[src/rtl/comp_mult_op_gen_if.sv]
// Operand bus between the stimulus generator and the complex multiplier.
// The checking model taps the same three signals.
interface comp_mult_op_gen_if #(
  parameter int DWIDTH = 8
) ();
  logic                  op_val;
  logic                  op_rdy;
  logic [4*DWIDTH-1:0]   op_data;  // {x1, y1, x2, y2}, two's complement

  modport master (output op_val, output op_data, input op_rdy);
  modport slave  (input  op_val, input  op_data, output op_rdy);
endinterface

[src/rtl/comp_mult_op_gen.sv]
// Operand stimulus generator for the complex multiplier.
// Emits num_ops operand sets per burst from a seeded 32-bit Galois LFSR over
// a val/rdy bus; start/busy/done frame each burst.
// Optional macro OP_GEN_CORNER_EN: the first min(4, num_ops) sets of every
// burst come from a fixed corner table (MIN/MAX/zero patterns).
module comp_mult_op_gen #(
  parameter int          DWIDTH    = 8,
  parameter logic [31:0] LFSR_TAPS = 32'h80200003
) (
  input  logic                clk,
  input  logic                rst_n,
  input  logic                sw_rst,
  input  logic                start,
  input  logic [15:0]         num_ops,
  input  logic [31:0]         seed,
  comp_mult_op_gen_if.master  op_if,
  output logic                busy,
  output logic                done,
  output logic [15:0]         op_cnt
);

  typedef enum logic [1:0] {S_IDLE, S_RUN, S_FIN} state_t;

  state_t              r_state, w_next;
  logic [31:0]         r_lfsr;
  logic [15:0]         r_remaining;
  logic [15:0]         r_op_cnt;
  logic                w_hs;
  logic                w_start;
  logic [31:0]         w_lfsr_nxt;
  logic [4*DWIDTH-1:0] w_rand;
  logic [4*DWIDTH-1:0] w_sel;

  assign w_start    = (r_state == S_IDLE) & start;
  // op_val is high exactly in RUN, so the handshake only needs op_rdy there.
  assign w_hs       = (r_state == S_RUN) & op_if.op_rdy;
  assign w_lfsr_nxt = (r_lfsr >> 1) ^ ({32{r_lfsr[0]}} & LFSR_TAPS);
  assign w_rand     = {r_lfsr[24 +: DWIDTH], r_lfsr[16 +: DWIDTH],
                       r_lfsr[8 +: DWIDTH],  r_lfsr[0 +: DWIDTH]};

`ifdef OP_GEN_CORNER_EN
  localparam logic [DWIDTH-1:0] MINV = {1'b1, {(DWIDTH-1){1'b0}}};
  localparam logic [DWIDTH-1:0] MAXV = {1'b0, {(DWIDTH-1){1'b1}}};

  // Corner index saturates at 4; values 0..3 select a table entry.
  logic [2:0]          r_cidx;
  logic                w_corner;
  logic [4*DWIDTH-1:0] w_ctab;

  assign w_corner = ~r_cidx[2];

  // Corner table lookup.
  always_comb begin
    w_ctab = '0;
    case (r_cidx[1:0])
      2'd0:    w_ctab = {MINV, MINV, MINV, MINV};
      2'd1:    w_ctab = {MAXV, MAXV, MAXV, MAXV};
      2'd2:    w_ctab = {MINV, MAXV, MAXV, MINV};
      default: w_ctab = '0;
    endcase
  end

  assign w_sel = w_corner ? w_ctab : w_rand;
`else
  assign w_sel = w_rand;
`endif

  // Data is held at zero outside RUN so the bus reads clean when idle.
  assign op_if.op_val  = (r_state == S_RUN);
  assign op_if.op_data = (r_state == S_RUN) ? w_sel : '0;
  assign busy          = (r_state == S_RUN);
  assign done          = (r_state == S_FIN);
  assign op_cnt        = r_op_cnt;

  // State register; sw_rst outranks every other input.
  always_ff @(posedge clk or negedge rst_n) begin
    if (!rst_n)      r_state <= S_IDLE;
    else if (sw_rst) r_state <= S_IDLE;
    else             r_state <= w_next;
  end

  // Next-state logic.
  always_comb begin
    w_next = r_state;
    case (r_state)
      S_IDLE: if (start) w_next = (num_ops == 16'd0) ? S_FIN : S_RUN;
      S_RUN:  if (w_hs && (r_remaining == 16'd1)) w_next = S_FIN;
      S_FIN:  w_next = S_IDLE;
      default: w_next = S_IDLE;
    endcase
  end

  // Burst datapath: LFSR, remaining count, handshake count.
  always_ff @(posedge clk or negedge rst_n) begin
    if (!rst_n) begin
      r_lfsr      <= 32'h1;
      r_remaining <= '0;
      r_op_cnt    <= '0;
`ifdef OP_GEN_CORNER_EN
      r_cidx      <= '0;
`endif
    end else if (sw_rst) begin
      r_lfsr      <= 32'h1;
      r_remaining <= '0;
      r_op_cnt    <= '0;
`ifdef OP_GEN_CORNER_EN
      r_cidx      <= '0;
`endif
    end else if (w_start) begin
      r_op_cnt <= '0;
      if (num_ops != 16'd0) begin
        // A zero seed would lock the LFSR, so it is promoted to 1.
        r_lfsr      <= (seed == 32'd0) ? 32'h1 : seed;
        r_remaining <= num_ops;
`ifdef OP_GEN_CORNER_EN
        r_cidx      <= '0;
`endif
      end
    end else if (w_hs) begin
      r_op_cnt    <= r_op_cnt + 16'd1;
      r_remaining <= r_remaining - 16'd1;
`ifdef OP_GEN_CORNER_EN
      // LFSR is frozen while corner sets are served so random sets start at the seed.
      if (w_corner) r_cidx <= r_cidx + 3'd1;
      else          r_lfsr <= w_lfsr_nxt;
`else
      r_lfsr <= w_lfsr_nxt;
`endif
    end
  end

endmodule

[src/flat_wrapper.sv]
// flat-port wrapper written by rule: the top's interface ports become plain ports
module comp_mult_op_gen_flat 
#(
  parameter int          DWIDTH    = 8,
  parameter logic [31:0] LFSR_TAPS = 32'h80200003
)
  (clk, rst_n, sw_rst, start, num_ops, seed, busy, done, op_cnt, op_if_op_val, op_if_op_data, op_if_op_rdy);
  comp_mult_op_gen_if #(.DWIDTH(DWIDTH)) op_if_i ();
  input  logic clk;
  input  logic rst_n;
  input  logic sw_rst;
  input  logic start;
  input  logic [15:0] num_ops;
  input  logic [31:0] seed;
  output logic busy;
  output logic done;
  output logic [15:0] op_cnt;
  output wire logic [$bits(op_if_i.op_val)-1:0] op_if_op_val;
  output wire logic [$bits(op_if_i.op_data)-1:0] op_if_op_data;
  input wire logic [$bits(op_if_i.op_rdy)-1:0] op_if_op_rdy;
  assign op_if_op_val = op_if_i.op_val;
  assign op_if_op_data = op_if_i.op_data;
  assign op_if_i.op_rdy = op_if_op_rdy;
  comp_mult_op_gen #(.DWIDTH(DWIDTH), .LFSR_TAPS(LFSR_TAPS)) u_core (.clk(clk), .rst_n(rst_n), .sw_rst(sw_rst), .start(start), .num_ops(num_ops), .seed(seed), .op_if(op_if_i), .busy(busy), .done(done), .op_cnt(op_cnt));
endmodule
[config.mk]
export PLATFORM = sky130hd
export DESIGN_NAME = comp_mult_op_gen_flat
export DESIGN_NICKNAME = d
export VERILOG_FILES = /design/src/rtl/comp_mult_op_gen_if.sv /design/src/rtl/comp_mult_op_gen.sv /design/src/flat_wrapper.sv
export SDC_FILE = /design/constraint.sdc
export NUM_CORES = 1
export LEC_CHECK = 0
export BUFFER_PORTS_ARGS = -buffer_cell sky130_fd_sc_hd__buf_2
export CAP_MARGIN = 0
export CORE_UTILIZATION = 45
export DETAILED_ROUTE_END_ITERATION = 8
export GPL_ROUTABILITY_DRIVEN = 0
export PLACE_DENSITY = 0.79
export RECOVER_POWER = 100
export SLEW_MARGIN = 20
export SYNTH_ARGS = -nofsm -noshare
export SYNTH_HDL_FRONTEND = slang
export SYNTH_SLANG_ARGS = --single-unit
[constraint.sdc]
create_clock -name clk -period 4.5 [get_ports clk]
set_input_delay 0.675 -clock clk [delete_from_list [all_inputs] [get_ports clk]]
set_output_delay 0.675 -clock clk [all_outputs]
set_load 0.05 [all_outputs]
==> out/results.tsv <==
metric	value	unit
setup_viol	0	
clock.fmax	0.299	GHz
worstMarginPinSlew	1.58	ns
dieArea	10100	sq um
synthTopCellsByCount	nand2_1 (70), dfrtp_1 (65), a21oi_1 (46), and2_1 (34), mux2_4 (26)	
synth_area	4350	sq um
start_util	46.9	%
grt_pass1_wl	18.0	mm
hold_path_class	flop to flop	
cts_buffers	9	
rsz0062_at_grt	false	
fillCellCount	910	
async_reset_ff_share	100	%
cts_root_buffer	clkbuf_8	
crit_fanout	47	
post-place-ws	1.54	ns
syn_inst	471	
clk_latency	0.34	ns
syn_avg_cell_area	9.24	sq um
dp_hpwl	8.00	mm
grt_pass1_vias	3724	
synth_enable_flop_cells	0	
chipHeight	100	microns
cts_tree	done	
power.density	352	nW/um^2
route.detailed.drc	0	
cap_violations	1	
gr-usage-all-layers	22.4	%
synth_area_leaders	dfrtp_1 (37%), mux2_4 (9.0%), nand2_1 (6.0%)	
core	9280	sq um
power.internal	0.00108	W
yosysUniqueCellTypes	61	
p_leak	2.06	nW
p_seq_share	42.7	%
yosysTopAreaCellShare	37.4	%
finClkSkew	0.00883	ns
antenna_cells	0	
fin_nets	613	
synth_seq_cells	66	
p_comb_share	30.7	%
vias	4049	
first_pass_iters	5	
ys_warn_count	0	
clk_path_buf_depth	2	
violations	capacitance limit, slew limit	
synth_ff_type	dfrtp_1	
regArea	1650	sq um
grt-ovfl-total	0	
fp.dieW	100	microns
finalHoldViolCount	0	
yosysTopAreaCell	dfrtp_1	
fin_area	4850	sq um
finalMaxSlewViolations	31	
period_minus_slack	3.34	ns
arrival	3.56	ns
cts.sinks	66	
synth_nets	527	
ctsHoldBuffers	0	
clock_power_share	26.6	%
wl	11.4	mm
cts.htree.levels	3	
drt_iter0_drc	312	
num_rows	35	
fin_ws	1.16	ns
ant_nets	0	
cp_data_required_time	4.71	ns
antenna_found_initial	0	
ios	104	
power.switching	0.000629	W
cts-resized-gates	0	
maxSlewHeadroom	-5.40	%
final_layout_size_suffix_gt1_share	15.9	%
status	finished, violations left	
clk_pin_slew	0.07	ns
critical_path_class	flop to flop	
start_kind	flop	
synth.most_common_cell	nand2_1	
ys_seq_area_share	38.0	%
buffer_ports.inserted	103	
placed_area	4860	sq um
viasPerCell	5.87	
vdd_drop_max	0.000139	V
multi_input_area	2330	sq um
grt_max_degree	56	
period_share	74.3	%
finalSetupTns	0	ns
p_sw_share	36.8	%
wl_per_cell	16.5	microns
area_growth	11.5	%
post_cts_buffers	0	
cp-end-kind	flop	
fin_util	52.3	%
## critical path: stages, from the launching register on
cell and delay, ns:
dfrtp_1 0.52, or3b_4 0.58, nor2_8 0.08, a21oi_1 0.94, clkbuf_2 0.67, mux2_1 0.40
## layout by cell type, fill, tap and decap left out, types with 9 or more instances in the layout
cell type / count
nand3_1: 12
nor4_1: 16
a21oi_1: 47
nor2_1: 21
nand2_1: 70
inv_1: 15
o22ai_1: 9
and2_1: 34
clkbuf_8: 11
mux2_1: 21
buf_2: 51
dfrtp_1: 65
clkbuf_1: 54
## final timing paths
kind / start / endpoint / slack, ns / cells after the start
hold / removal: u_core.r_lfsr[28] / u_core.r_lfsr[28] / 0.51 / 1
setup / recovery: u_core.r_state[1] / u_core.r_lfsr[17] / 1.16 / 5
setup reg to reg: u_core.r_state[1] / u_core.r_lfsr[17] / 1.16 / 5
max in group asynchronous: rst_n / u_core.r_lfsr[0] / 2.51 / 2
min in group asynchronous: rst_n / u_core.r_lfsr[24] / 0.73 / 1
hold reg to reg: u_core.r_lfsr[28] / u_core.r_lfsr[28] / 0.51 / 1
## sequential cells by signal (all words and copies together), names as in the netlist
signal	flops
u_core.r_remaining	16
u_core.op_cnt	16
u_core.r_state	2
u_core.r_lfsr	32
## layout make-up
| cell class | instances | area share, % |
|---|---|---|
| clock inverters | 2 | 0.258 |
| flip-flops and latches | 66 | 34.1 |
| inverters | 15 | 1.16 |
| multi-input cells | 358 | 48.1 |
| repair buffers | 107 | 9.85 |
| clock buffers | 13 | 3.27 |
| well taps | 129 | 3.33 |
## routing by layer
| layer | wire, microns | up-vias | track usage, % |
|---|---|---|---|
| met3 | 759 | 27 | 3.41 |
| met4 | 240 | 0 | 8.25 |
| li1 | - | 1892 | - |
| met1 | 5020 | 1942 | 30.5 |
| met5 | 0 | - | 0 |
| met2 | 5380 | 188 | 36.2 |
## power groups by stage
stage,Sequential [W],Combinational (W),Clock [W]
CTS,0.000731,0.000553,0.000463
global route,0.000740,0.000567,0.000483
finish,0.000730,0.000524,0.000454
global placement,0.000737,0.000542,0
detailed placement,0.000742,0.000551,0
floorplan,0.000720,0.000442,0
## through the flow
| step | total power (W) | hold WS, ns | std cells |
|---|---|---|---|
| floorplan | 0.00116 | 0.379 | 471 |
| global placement | 0.00128 | 0.511 | 675 |
| detailed placement | 0.00129 | 0.520 | 675 |
| CTS | 0.00175 | 0.383 | 690 |
| global route | 0.00179 | 0.552 | 690 |
| finish | 0.00171 | 0.513 | 690 |
## cells by family after synthesis
| family | Yosys count | synth area share (%) |
|---|---|---|
| AOI/OAI and AO/OA | 105 | 16.5 |
| xor gates and xnor gates | 7 | 1.41 |
| adders and majority gates | 3 | 0.863 |
| buffers and inverters | 47 | 5.95 |
| DFF | 66 | 38.0 |
| muxes | 35 | 11.2 |
| and+or+nand+nor | 208 | 26.1 |
(Power assumes the default switching activity.)
